$ cat src/rtl/seq_mul_div.sv
// seq_mul_div: shared multi-cycle arithmetic unit. It does a signed radix-2 Booth
// multiply (mode 0) or an unsigned restoring divide (mode 1) on N-bit operands.
// Latency: start is sampled at edge E0 and done pulses for the cycle after edge EN.
// Backpressure: none. start is accepted only in IDLE or DONE and ignored while busy.
//
// The optional macro SEQ_ARITH_DIV_EN turns on the divider datapath. When it is not
// defined, mode is ignored, every operation is a multiply, and div_by_zero stays 0.
//
// Ports:
//   clk, rst              rising-edge clock; asynchronous active-high reset
//   start, mode, a, b     operation request; all are sampled together with start
//   busy                  high while the unit is iterating (state RUN)
//   done                  single-cycle pulse (state DONE); results are valid from here
//   result_hi/result_lo   product upper/lower half, or remainder/quotient
//   div_by_zero           a divide with b == 0 has completed; the next multiply clears it
module seq_mul_div #(
   parameter int N = 8
) (
   input  logic         clk,
   input  logic         rst,
   input  logic         start,
   input  logic         mode,
   input  logic [N-1:0] a,
   input  logic [N-1:0] b,
   output logic         busy,
   output logic         done,
   output logic [N-1:0] result_hi,
   output logic [N-1:0] result_lo,
   output logic         div_by_zero
);

   localparam int CW = $clog2(N + 1);

   typedef enum logic [1:0] {
      IDLE = 2'd0,
      RUN  = 2'd1,
      DONE = 2'd2
   } state_t;

   state_t         state, state_nxt;

   // Working registers. acc is one bit wider than the operands so that the Booth
   // sums cannot overflow (a = -2^(N-1) is exact) and so that the sign of the
   // divide trial subtraction is visible.
   logic [N:0]     acc;
   logic [N:0]     m_reg;
   logic [N-1:0]   q;
   logic           q_1;
   logic [CW-1:0]  cnt;

   logic           accept;
   logic           last;
   logic           is_div;

   logic [N:0]     booth_sum;
   logic [N:0]     mul_acc;
   logic [N-1:0]   mul_q;

   logic [N:0]     acc_nxt;
   logic [N-1:0]   q_nxt;
   logic           q1_nxt;
   logic           dbz_nxt;

   assign accept = start && ((state == IDLE) || (state == DONE));
   // This is the edge on which the counter goes from 1 to 0, which is the final iteration.
   assign last   = (state == RUN) && (cnt == CW'(1));

   // ---------------------------------------------------------------- FSM
   always_comb begin
      state_nxt = state;
      busy      = 1'b0;
      done      = 1'b0;
      case (state)
         IDLE: begin
            if (start) state_nxt = RUN;
         end
         RUN: begin
            busy = 1'b1;
            if (last) state_nxt = DONE;
         end
         DONE: begin
            done      = 1'b1;
            state_nxt = start ? RUN : IDLE;
         end
         default: state_nxt = IDLE;
      endcase
   end

   // ---------------------------------------------------------------- Booth step
   // Use {Q[0], q_1} to choose add, subtract or no change. Then shift the whole
   // {A, Q, q_1} chain right by one bit, keeping the sign of A.
   always_comb begin
      booth_sum = acc;
      case ({q[0], q_1})
         2'b01:   booth_sum = acc + m_reg;
         2'b10:   booth_sum = acc - m_reg;
         default: booth_sum = acc;
      endcase
      mul_acc = {booth_sum[N], booth_sum[N:1]};
      mul_q   = {booth_sum[0], q[N-1:1]};
   end

`ifdef SEQ_ARITH_DIV_EN
   logic           mode_r;
   logic [N:0]     div_sh;
   logic [N:0]     div_diff;
   logic [N:0]     div_acc;
   logic [N-1:0]   div_q;

   // Restoring divide step. Shift {A, Q} left and try A - M. If the result is
   // negative, keep the shifted A; this is the same as subtracting and adding M back.
   // When M == 0 the subtraction never goes negative. That alone produces
   // quotient = all ones and remainder = a, so no special case is needed.
   always_comb begin
      div_sh   = {acc[N-1:0], q[N-1]};
      div_diff = div_sh - m_reg;
      if (div_diff[N]) begin
         div_acc = div_sh;
         div_q   = {q[N-2:0], 1'b0};
      end else begin
         div_acc = div_diff;
         div_q   = {q[N-2:0], 1'b1};
      end
   end

   assign is_div = mode_r;
`else
   // mode has no effect in a multiply-only build.
   logic unused_mode;
   assign unused_mode = mode;
   assign is_div      = 1'b0;
`endif

   always_comb begin
      acc_nxt = mul_acc;
      q_nxt   = mul_q;
      q1_nxt  = q[0];
      dbz_nxt = 1'b0;
`ifdef SEQ_ARITH_DIV_EN
      if (is_div) begin
         acc_nxt = div_acc;
         q_nxt   = div_q;
         q1_nxt  = q_1;
         dbz_nxt = (m_reg == '0);
      end
`endif
   end

   // ---------------------------------------------------------------- registers
   always_ff @(posedge clk or posedge rst) begin
      if (rst) begin
         state       <= IDLE;
         acc         <= '0;
         m_reg       <= '0;
         q           <= '0;
         q_1         <= 1'b0;
         cnt         <= '0;
         result_hi   <= '0;
         result_lo   <= '0;
         div_by_zero <= 1'b0;
`ifdef SEQ_ARITH_DIV_EN
         mode_r      <= 1'b0;
`endif
      end else begin
         state <= state_nxt;
         if (accept) begin
            acc <= '0;
            q_1 <= 1'b0;
            cnt <= CW'(N);
`ifdef SEQ_ARITH_DIV_EN
            mode_r <= mode;
            if (mode) begin
               m_reg <= {1'b0, b};
               q     <= a;
            end else begin
               m_reg <= {a[N-1], a};
               q     <= b;
            end
`else
            m_reg <= {a[N-1], a};
            q     <= b;
`endif
         end else if (state == RUN) begin
            acc <= acc_nxt;
            q   <= q_nxt;
            q_1 <= q1_nxt;
            cnt <= cnt - CW'(1);
            // The results are written only here, so they hold through IDLE and the next RUN.
            if (last) begin
               result_hi   <= acc_nxt[N-1:0];
               result_lo   <= q_nxt;
               div_by_zero <= dbz_nxt;
            end
         end
      end
   end

endmodule
$ cat config.mk
export PLATFORM = sky130hd
export DESIGN_NAME = seq_mul_div
export DESIGN_NICKNAME = d
export VERILOG_FILES = /design/src/rtl/seq_mul_div.sv
export SDC_FILE = /design/constraint.sdc
export NUM_CORES = 1
export LEC_CHECK = 0
export ABC_AREA = 1
export CAP_MARGIN = 20
export CORE_MARGIN = 4
export CORE_UTILIZATION = 45
export DETAILED_ROUTE_END_ITERATION = 6
export GPL_TIMING_DRIVEN = 0
export PLACE_DENSITY = 0.68
export SLEW_MARGIN = 20
export SYNTH_ARGS = -nofsm -noshare
export SYNTH_HDL_FRONTEND = slang
export SYNTH_SLANG_ARGS = --single-unit
$ cat constraint.sdc
create_clock -name clk -period 6.8 [get_ports clk]
set_input_delay 1.02 -clock clk [delete_from_list [all_inputs] [get_ports clk]]
set_output_delay 1.02 -clock clk [all_outputs]
set_load 0.01 [all_outputs]
======== Word level (Yosys, flattened, before mapping) ========
Cells that the tools add are included.
word-level totals
  bits in registers ....................... 48
  input bits .............................. 20
  word-level logic and storage cells ...... 41
operators by class
  add/subtract/negate cells ............... 3
  eq/ne operators ......................... 7
  multiplexer cells ....................... 15
  bitwise operators ....................... 1
  reduce and logical (&&, ||, !) cells .... 7
operator list
  operator                                                                count
  9-bit 2-to-1 mux                                                        2
  9-bit case mux with 2 select lines                                      1
  8-bit 2-to-1 mux                                                        2
  9-bit adder                                                             1
  9-bit subtractor                                                        1
  4-bit 2-to-1 mux                                                        2
  2-bit case mux with 3 select lines                                      1
  1-bit 2-to-1 mux                                                        5
  2-bit by 1-bit equality test with 1-bit output (second input constant)  2
  2-bit equality test (second input constant)                             2
  4-bit by 1-bit equality test with 1-bit output (second input constant)  1
  2-bit 2-to-1 mux                                                        2
  2-bit != test (second input constant)                                   2
  4-bit by 1-bit subtractor with 4-bit output (second input constant)     1
  3-bit AND reduction                                                     1
  1-bit logical AND                                                       2
  2-bit logical NOT                                                       1
  2-bit AND reduction                                                     1
  2-bit nonzero test                                                      1
  1-bit logical OR                                                        1
  1-bit inverter                                                          1

======== Longest topological paths before layout ========
  word-level depth ........................ 5
  gate-level depth with buffers ........... 20
  mapped depth without buffers ............ 20

======== Worst setup path after synthesis ========
OpenSTA, ideal clock, no wires.
  path kind ............................... reg2reg
  from .................................... reg m_reg[0]
  to ...................................... reg acc[7]
  setup time .............................. 0.116 ns
  data arrival time ....................... 2.102 ns
  data required time ...................... 6.684 ns
  setup slack ............................. 4.581 ns
  stages on the path, launching flop included .. 20
  path buffers ............................ 0
  cell sequence ........................... dfrtp_1 inv_1 ha_1 nand2_1 nor2_2 nor2_1 a21oi_1 xnor2_1 inv_1 ha_1 nand2_2 inv_1 nand2_1 nand2_1 nor2_1 nand2_2 nand4_1 nand2_1 nand2_1 nand2_1
between the ends
  cells in the longest elaborated chain, start to end .. 4
  elaborated cells between the ends (all ways) .. 5
  classes of those cells .................. add/sub: 2; mux: 3
RTL lines
  element                                          line    text
  start: declaration                               46      logic [N:0] m_reg;
  start signal: assignment                         180     m_reg <= {a[N-1], a};
  9-bit subtractor or 9-bit adder (tied branches)  96, 95
  9-bit case mux with 2 select lines (*)           94      case ({q[0], q_1})
  9-bit 2-to-1 mux (*)                             183     end else if (state == RUN) begin
  9-bit 2-to-1 mux (*)                             166     if (accept) begin
  end signal: assignment                           184     acc <= acc_nxt;
  end: declaration                                 45      logic [N:0] acc;
Mark *: on every way between the ends. The rest lies on a longest branch, timed or not. The select of a mux whose other input is x is not followed.
A chain may end at the register's enable or synchronous reset.

======== Worst setup path in the final report ========
  from .................................... reg state[1]
  to ...................................... out busy
between the ends
  cells in the longest elaborated chain, start to end .. 2
RTL lines
  element                                         line  text
  start: declaration                              40    state_t state, state_nxt;
  start signal: assignment                        165   state <= state_nxt;
  2-bit by 1-bit equality test with 1-bit output  73    case (state)
  1-bit 2-to-1 mux                                73
  end: declaration                                25    output logic busy,
No other way between the ends.

==> flow_summary.json <==
{
  "run_status": "finished clean",
  "port_buffers": 36,
  "ctsHoldBuffers": 0,
  "max_clock_freq_mhz": 384,
  "report.final.setup_viol": 0,
  "finalWirelength_um": 5190,
  "cts_inserted_buffers": 5,
  "detailedRoute.firstPassIterationCount": 4,
  "synth-compound-area-share": 0.134,
  "final_layout_size_suffix_gt1_frac": 0.158,
  "period_share": 0.383,
  "remaining_drc_errors": 0,
  "clk_path_buf_depth": 2,
  "starting_density": 0.474,
  "post_synth_xor_area_fraction": 0.0264,
  "synth-simple-area-share": 0.234,
  "die_area_mm2": 0.00720,
  "synth_mux_area_frac": 0,
  "die_w_um": 84.9,
  "crit_chain": "nor2_2 > buf_4 > clkdlybuf4s50_1",
  "critical_path.n_buffers_inverters": 2,
  "drt-vias-per-instance": 4.77,
  "design.core.area_mm2": 0.00561,
  "row_count": 27,
  "layout.cells.most_common_list": "nand2_1 (100), dfrtp_1 (47), inv_1 (39)",
  "number_of_nets_with_antenna_violations_after_routing": 0,
  "grt_antenna_before_repair": 0,
  "netlist.top_cell.by_area": "dfrtp_1",
  "combinational_family_with_the_most_area_after_synthesis": "simple AND/OR/NAND/NOR gates",
  "grt_setup_unrepaired": "no",
  "postSynthAreaPerCell_um2": 8.28,
  "crit_path_end_kind": "output pin",
  "flow.area_growth_from_synthesis_pct": 21.0,
  "crit_type": "flip-flop to output pin",
  "synth_area_leaders": "dfrtp_1 (44%), nand2_1 (14%), ha_1 (5.6%), inv_1 (5.6%), o21ai_2 (3.0%)",
  "hold_viol": 0,
  "cts.sinks": 47,
  "post_cts_buffers": 0,
  "cp.required_ps": 5780,
  "min_path_type": "flip-flop to flip-flop",
  "worstSetupStartpointType": "flip-flop",
  "worst_setup_hold_path_clk_slew_ps": 90,
  "synth-seq-area-share": 0.443,
  "routedWlPerCell_um": 11.8,
  "clock_insertion_delay_worst_skew_ps": 300,
  "grt_first_pass_wirelength_um": 9190,
  "timing.critical_path.slowest_cell_delay_ps": 550,
  "grt_pass1_vias": 2009,
  "setup_total_negative_slack_ps": 0,
  "worstPathMaxFanout": 10,
  "drv_slew": 0,
  "num-nets-final": 398,
  "grt.total_usage": 0.156,
  "cts_tree": "done",
  "yosysUniqueCellTypes": 34,
  "synth_top_area_frac": 0.443,
  "overflow": 0,
  "critical_path.top_delay_family": "buffers and inverters",
  "mappedNetlistArea_mm2": 0.00266,
  "synth_seq_cells": 47,
  "finalCriticalPeriod_ps": 2600,
  "cts.repair.resized": 0,
  "final.setup_skew_ps": 3.78,
  "gp_weighted_congestion": 0.779,
  "htreeDepth": 2,
  "root_buffer": "clkbuf_8",
  "first_iter_violations": 74,
  "syn-instance-count": 321,
  "chipHeight_um": 84.9,
  "critical_path.slowest_cell": "clkdlybuf4s50_1",
  "diodes": 0,
  "number_of_ports_placed_on_the_die_boundary": 39,
  "critPathArrivalTime_ps": 1580,
  "vias": 2091,
  "drv.max_cap_violation_count": 0,
  "syn-num-nets": 354,
  "grt_start_max_net_pins": 27,
  "hpwlAfterDp_um": 4150,
  "leading_cell_type_in_the_layout_fill_and_taps_excluded": "nand2_1",
  "synthAdderAreaFrac": 0.0640,
  "synth-warning-count": 0
}
==> metrics by stage <==
step / hold slack, ps / std cells / util / worst slack (ps) / area, um2
after floorplan: 445 / 321 / - / 4580 / 2660
after global placement: 460 / 429 / 0.554 / 3750 / 3110
after detailed placement: 467 / 430 / 0.558 / 4310 / 3130
after CTS: 483 / 438 / 0.573 / 4190 / 3220
after global routing: 500 / 438 / 0.573 / 4060 / 3220
final: 478 / 438 / 0.573 / 4200 / 3220
==> cell usage after synthesis (all sizes together) <==
cell,count
nand2,108
inv,48
dfrtp,47
o21ai,26
nor2,16
nand3,15
ha,12
buf,10
a21oi,9
o221ai,7
o22ai,5
xor2,5
xnor2,3
o21bai,2
a21boi,1
a21o,1
a22o,1
and2,1
clkbuf,1
conb,1
fa,1
nand4,1
==> area by class of cell <==
class | count | area (um2)
plain buffers | 11 | 80.1
clock buffers | 5 | 68.8
clock inverters | 3 | 18.8
fillers | 542 | 2390
inverters | 48 | 180
multi-input cells | 215 | 1220
flip-flops and latches | 47 | 1180
well taps | 72 | 90.1
repair buffers | 37 | 380
==> worst paths after layout <==
kind | start | end | slack (ps) | cells after the start
max reg2reg | m_reg[0] | result_hi[7] | 4290 | 19
min reg2reg | cnt[3] | cnt[3] | 480 | 1
min | cnt[3] | cnt[3] | 480 | 1
max in group asynchronous | rst | m_reg[6] | 5260 | 3
max | state[1] | busy | 4200 | 3
min in group asynchronous | rst | result_lo[4] | 1050 | 2
==> cells by family after synthesis <==
| group | Yosys count |
|---|---|
| and+or+nand+nor | 141 |
| buffers and inverters | 59 |
| AOI/OAI and AO/OA | 52 |
| DFF | 47 |
| adders and majority gates | 13 |
| xor gates and xnor gates | 8 |
| other | 1 |
==> layer usage <==
| layer | part of all wire | vias to the layer above | GRT usage |
|---|---|---|---|
| li1 | - | 1106 | - |
| met1 | 0.50 | 952 | 0.211 |
| met2 | 0.46 | 28 | 0.254 |
| met3 | 0.032 | 5 | 0.0272 |
| met4 | 0.014 | 0 | 0.0518 |
| met5 | 0 | - | 0 |
==> worst reg2reg max path, delay by kind of cell, from the launching register on <==
kind	cells	cell delay [ps]
AND/OR/NAND/NOR	12	980
adder cells (fa/ha/maj)	2	520
flip-flops	1	400
buffers and inverters	3	210
AO/OA/AOI/OAI	1	160
XOR/XNOR	1	140
Power is not shown: default switching activity piles up to over one toggle a cycle in this logic, so the estimate is an artifact.
==> RTL change 1: new RTL, same settings <==
Register the output `result_lo` once more, with the module's reset; this adds one clock of latency there. The other outputs are not delayed to match.
--- a/src/rtl/seq_mul_div.sv
+++ b/src/rtl/seq_mul_div.sv
@@ -39,2 +39,4 @@
 
+   logic [N-1:0] result_lo_s0;
+
    state_t         state, state_nxt;
@@ -158,3 +160,3 @@
          result_hi   <= '0;
-         result_lo   <= '0;
+         result_lo_s0 <= '0;
          div_by_zero <= 1'b0;
@@ -190,3 +192,3 @@
                result_hi   <= acc_nxt[N-1:0];
-               result_lo   <= q_nxt;
+               result_lo_s0 <= q_nxt;
                div_by_zero <= dbz_nxt;
@@ -197,2 +199,10 @@
 
+   always_ff @(posedge clk or posedge rst) begin
+      if (rst) begin
+         result_lo <= '0;
+      end else begin
+         result_lo <= result_lo_s0;
+      end
+   end
+
 endmodule
Function: changed (a bounded check fails within 10 cycles, from zero or initial values and one cycle with rst high).
==> RTL change 1 against the unedited design <==
  * Synthesized area rose by 4.8%
  * Non-clock buffer count fell by 2
  * Worst hold slack got worse by 94 ps
  * Count of clock-buffer cells in the layout did not move
  * Maximum frequency fell by 0.46%
  * Cell area rose by 4.3%
  * Setup slack got worse by 12 ps
  * Routed wire length rose by 3.4%
  * Register-to-register slack got worse by 100 ps
  * Sequential cell count rose by 8
  * Cell count did not move
  * Critical path type is now reg -> reg
Power is left out: the tool's default activity adds up to more than one toggle a clock period on the data nets, which glitch-free logic cannot reach.
==> RTL change 1: results (changes against the unedited design) <==
Final Wtd Congestion 0.854 (+9.6%); reg-to-reg slack, setup 4190 ps (-100 ps); worst hold stages 0 (-1); asr flop ratio synth 1.00 (unchanged); Crit-path slowest cell dfrtp_1; status finished clean; hold_sp result_lo_s0[4]$_DFFE_PP0P_; Tightest Pin Transition 633 ps; layout cell share with drive strength beyond 1 0.102 (-0.0565); Vias/cell 4.90 (+2.6%); Area contributors post-synth dfrtp_1, nand2_1, ha_1, inv_1, nand3_1; hold path endpoint result_lo[4]$_DFF_PP0_; met2 Use GR 0.259 (+0.00460); post-synthesis cell type count 33 (-2.9%); cell count after placement 430 (unchanged); delay-heaviest family, CP simple AND/OR/NAND/NOR gates; DR vias 2145 (+2.6%); ANT cells 0 (unchanged); Nets 395 (-0.75%); Setup WS pre-CTS 4210 ps (-104 ps); Reg2Reg Launch Point q_1$_DFFE_PP0P_; Critical Path AT 2830 ps (+1250 ps); crit-path max cell delay 370 ps (-180 ps); hpwl dp 4210 um (+1.6%); register area share after synthesis 0.494 (+0.0518); DRT iter0 DRCs 52 (-30%); GR met3 Demand/Resource 0.0285 (+0.00133); first-pass GRT wire length 9230 um (+0.38%); largest net degree at the start of global routing 32 (+19%); Max FO, Critical Path 8 (-2); Worst-path clk slew 110 ps (+20 ps); Cells after Synth 318 (-0.93%); Reg2Reg Depth 19 (unchanged); placed cell areas 0.00326 mm2 (+4.2%); Setup Skew 11.5 ps (+7.77 ps); Final period util 0.384 (+0.00176); Crit Path Class reg -> reg; M1 GR Usage 0.209 (-0.00265); Routed WL 5370 um (+3.4%); hold slack 385 ps (-93.7 ps); Mapped Nets 351 (-0.85%); top_reg_cell synth dfrtp_1; synth cell count leaders nand2_1, dfrtp_1, inv_1; Worst-Skew Late Latency 320 ps (+20 ps); vias in the first global route 2028 (+0.95%); GRT Total Usage 0.155 (-0.000606)
RTL change 1: changes by cell type after synthesis, sizes merged, moves of 2 or more:
cell,before,now
nand3,15,17
a21oi,9,7
a21o,1,3
nand2,108,102
o21ai,26,24
buf,10,8
inv,48,43
dfrtp,47,55
RTL change 1: layout make-up:
class,count,area [um2]
timing repair buffer,37,380
inverter,43,164
sequential,55,1380
fill,550,2600
clock inverter,3,27.5
clock buffer,5,68.8
multi-input combinational,211,1180
buffer,9,61.3
tap,75,93.8
RTL change 1: metal layers:
layer  wire (um)  vias up
met2        2530       39
met4          67        0
li1            -     1111
met3         226        5
met5           0        -
met1        2540      990
RTL change 1: cells by family after synthesis:
logic type,Yosys count,share of synthesized area
AOI/OAI and AO/OA,51,0.123
and+or+nand+nor,138,0.214
buffers and inverters,52,0.0809
other,1,0.00135
DFF,55,0.494
adders and majority gates,13,0.0611
xor gates and xnor gates,8,0.0252
==> RTL change 2: new RTL, config.mk and constraints unchanged <==
Made on the original files. Change the parameter `N` from 8 to 16.
--- a/src/rtl/seq_mul_div.sv
+++ b/src/rtl/seq_mul_div.sv
@@ -16,3 +16,3 @@
 module seq_mul_div #(
-   parameter int N = 8
+   parameter int N = 16
 ) (
Interface: changed (resized a, b, result_hi and result_lo); port bits go from 39 to 71. No check against the original RTL was run, so the function may have changed too.
==> RTL change 2 against the unedited design <==
  * Cell area grew 88%
  * Critical path depth grew 13
  * Clock skew increased by 7.7 ps
  * Sequential cell count increased by 41
  * Synthesized area up 87%
  * Setup slack got worse by 360 ps
  * Routed wire length is 130% higher
  * Non-clock buffer count is 43 higher
  * Register-to-register slack worse by 450 ps
  * Worst hold slack got worse by 10 ps
  * Utilization is 1.5 points lower
  * Critical path type is now reg -> reg
Power is left out: the tool's default activity adds up to more than one toggle a clock period on the data nets, which glitch-free logic cannot reach.
==> RTL change 2: results (changes against the unedited design) <==
status finished clean; layout cell share with drive strength beyond 1 0.0711 (-0.0873); Ys Warns 0 (unchanged); DRT iter0 DRCs 202 (+170%); Setup Skew 11.5 ps (+7.70 ps); Max FO, Critical Path 10 (unchanged); Nets 784 (+97%); GRT Total Usage 0.201 (+0.0449); met3 WL 486 um (+190%); IO Port Bufs 68 (+89%); first-pass GRT wire length 20700 um (+130%); Worst-Skew Late Latency 370 ps (+70 ps); cell count after placement 856 (+99%); post-synthesis cell type count 38 (+12%); non-filler cells, final 871 (+99%); DRT Pass-1 Iters 5 (+1); top_reg_cell synth dfrtp_1; delay-heaviest family, CP adder cells; register area share after synthesis 0.443 (+0.000875); Crit-path slowest cell clkbuf_1; Reg2Reg Depth 16 (-3); Post-Synth XOR/XNOR Area 0.0265 (+0.0000897); H-tree Lvls 3 (+1); CTS Buf Count 9 (+4); placed cell areas 0.00584 mm2 (+87%); synth cell count leaders nand2_1, dfrtp_1, inv_1; Final Wtd Congestion 0.906 (+16%); met2 WL post-DR 5810 um (+150%); M1 WL 5680 um (+120%); wire per inst 14.0 um (+18%); Area contributors post-synth dfrtp_1, nand2_1, inv_1, ha_1, o21ai_0; Mapped Nets 704 (+99%); Vias/cell 5.08 (+6.3%); vias in the first global route 4257 (+110%); crit-path max cell delay 380 ps (-170 ps); Synth Area in Adders 0.0544 (-0.00961); setup bufs post-CTS 0 (unchanged); Synth Area in Compound Gates 0.119 (-0.0143); hpwl dp 9640 um (+130%); worst hold stages 1 (unchanged); syn avg cell area 7.68 um2 (-7.3%); Critical Path AT 3220 ps (+1640 ps); post-cts resize count 0 (unchanged); largest net degree at the start of global routing 50 (+85%)
[RTL change 2: cell count changes in the layout (fill, tap and decap cells not counted), moves of 19 or more]
cell	delta
nor2_1	+19
nand3_1	+23
clkdlybuf4s50_1	+32
nand2_1	+128
dfrtp_1	+41
o21ai_0	+31
inv_1	+32
[RTL change 2: final timing paths]
kind / from / to / slack, ps
hold reg to reg: cnt[3]$_DFFE_PP0P_ / cnt[3]$_DFFE_PP0P_ / 470
hold / removal: cnt[3]$_DFFE_PP0P_ / cnt[3]$_DFFE_PP0P_ / 470
setup reg to reg: q_1$_DFFE_PP0P_ / result_hi[11]$_DFFE_PP0P_ / 3840
max in group asynchronous: rst / m_reg[7]$_DFFE_PP0P_ / 5070
min in group asynchronous: rst / result_hi[14]$_DFFE_PP0P_ / 1080
setup / recovery: q_1$_DFFE_PP0P_ / result_hi[11]$_DFFE_PP0P_ / 3840
[RTL change 2: metal layers]
| metal | up-vias | global-route usage |
|---|---|---|
| li1 | 2246 | - |
| met5 | - | 0 |
| met2 | 82 | 0.320 |
| met3 | 15 | 0.0358 |
| met4 | 0 | 0.0585 |
| met1 | 2079 | 0.282 |
[RTL change 2: through the flow]
stage          setup WS (ps)  hold WS (ps)  utilization
2_1_floorplan           3500           434            -
3_3_place_gp            2100           455        0.537
3_5_place_dp            3860           458        0.539
4_1_cts                 3840           468        0.558
5_1_grt                 3490           502        0.558
6_report                3840           468        0.558
[RTL change 2: area by class of cell]
type	count	area (um2)
Sequential cell	88	2200
Fill cell	1053	4790
Clock buffer	11	151
Tap cell	140	175
Multi-Input combinational cell	458	2350
Inverter	79	299
Buffer	22	114
Timing Repair Buffer	69	701
Clock inverter	4	53.8
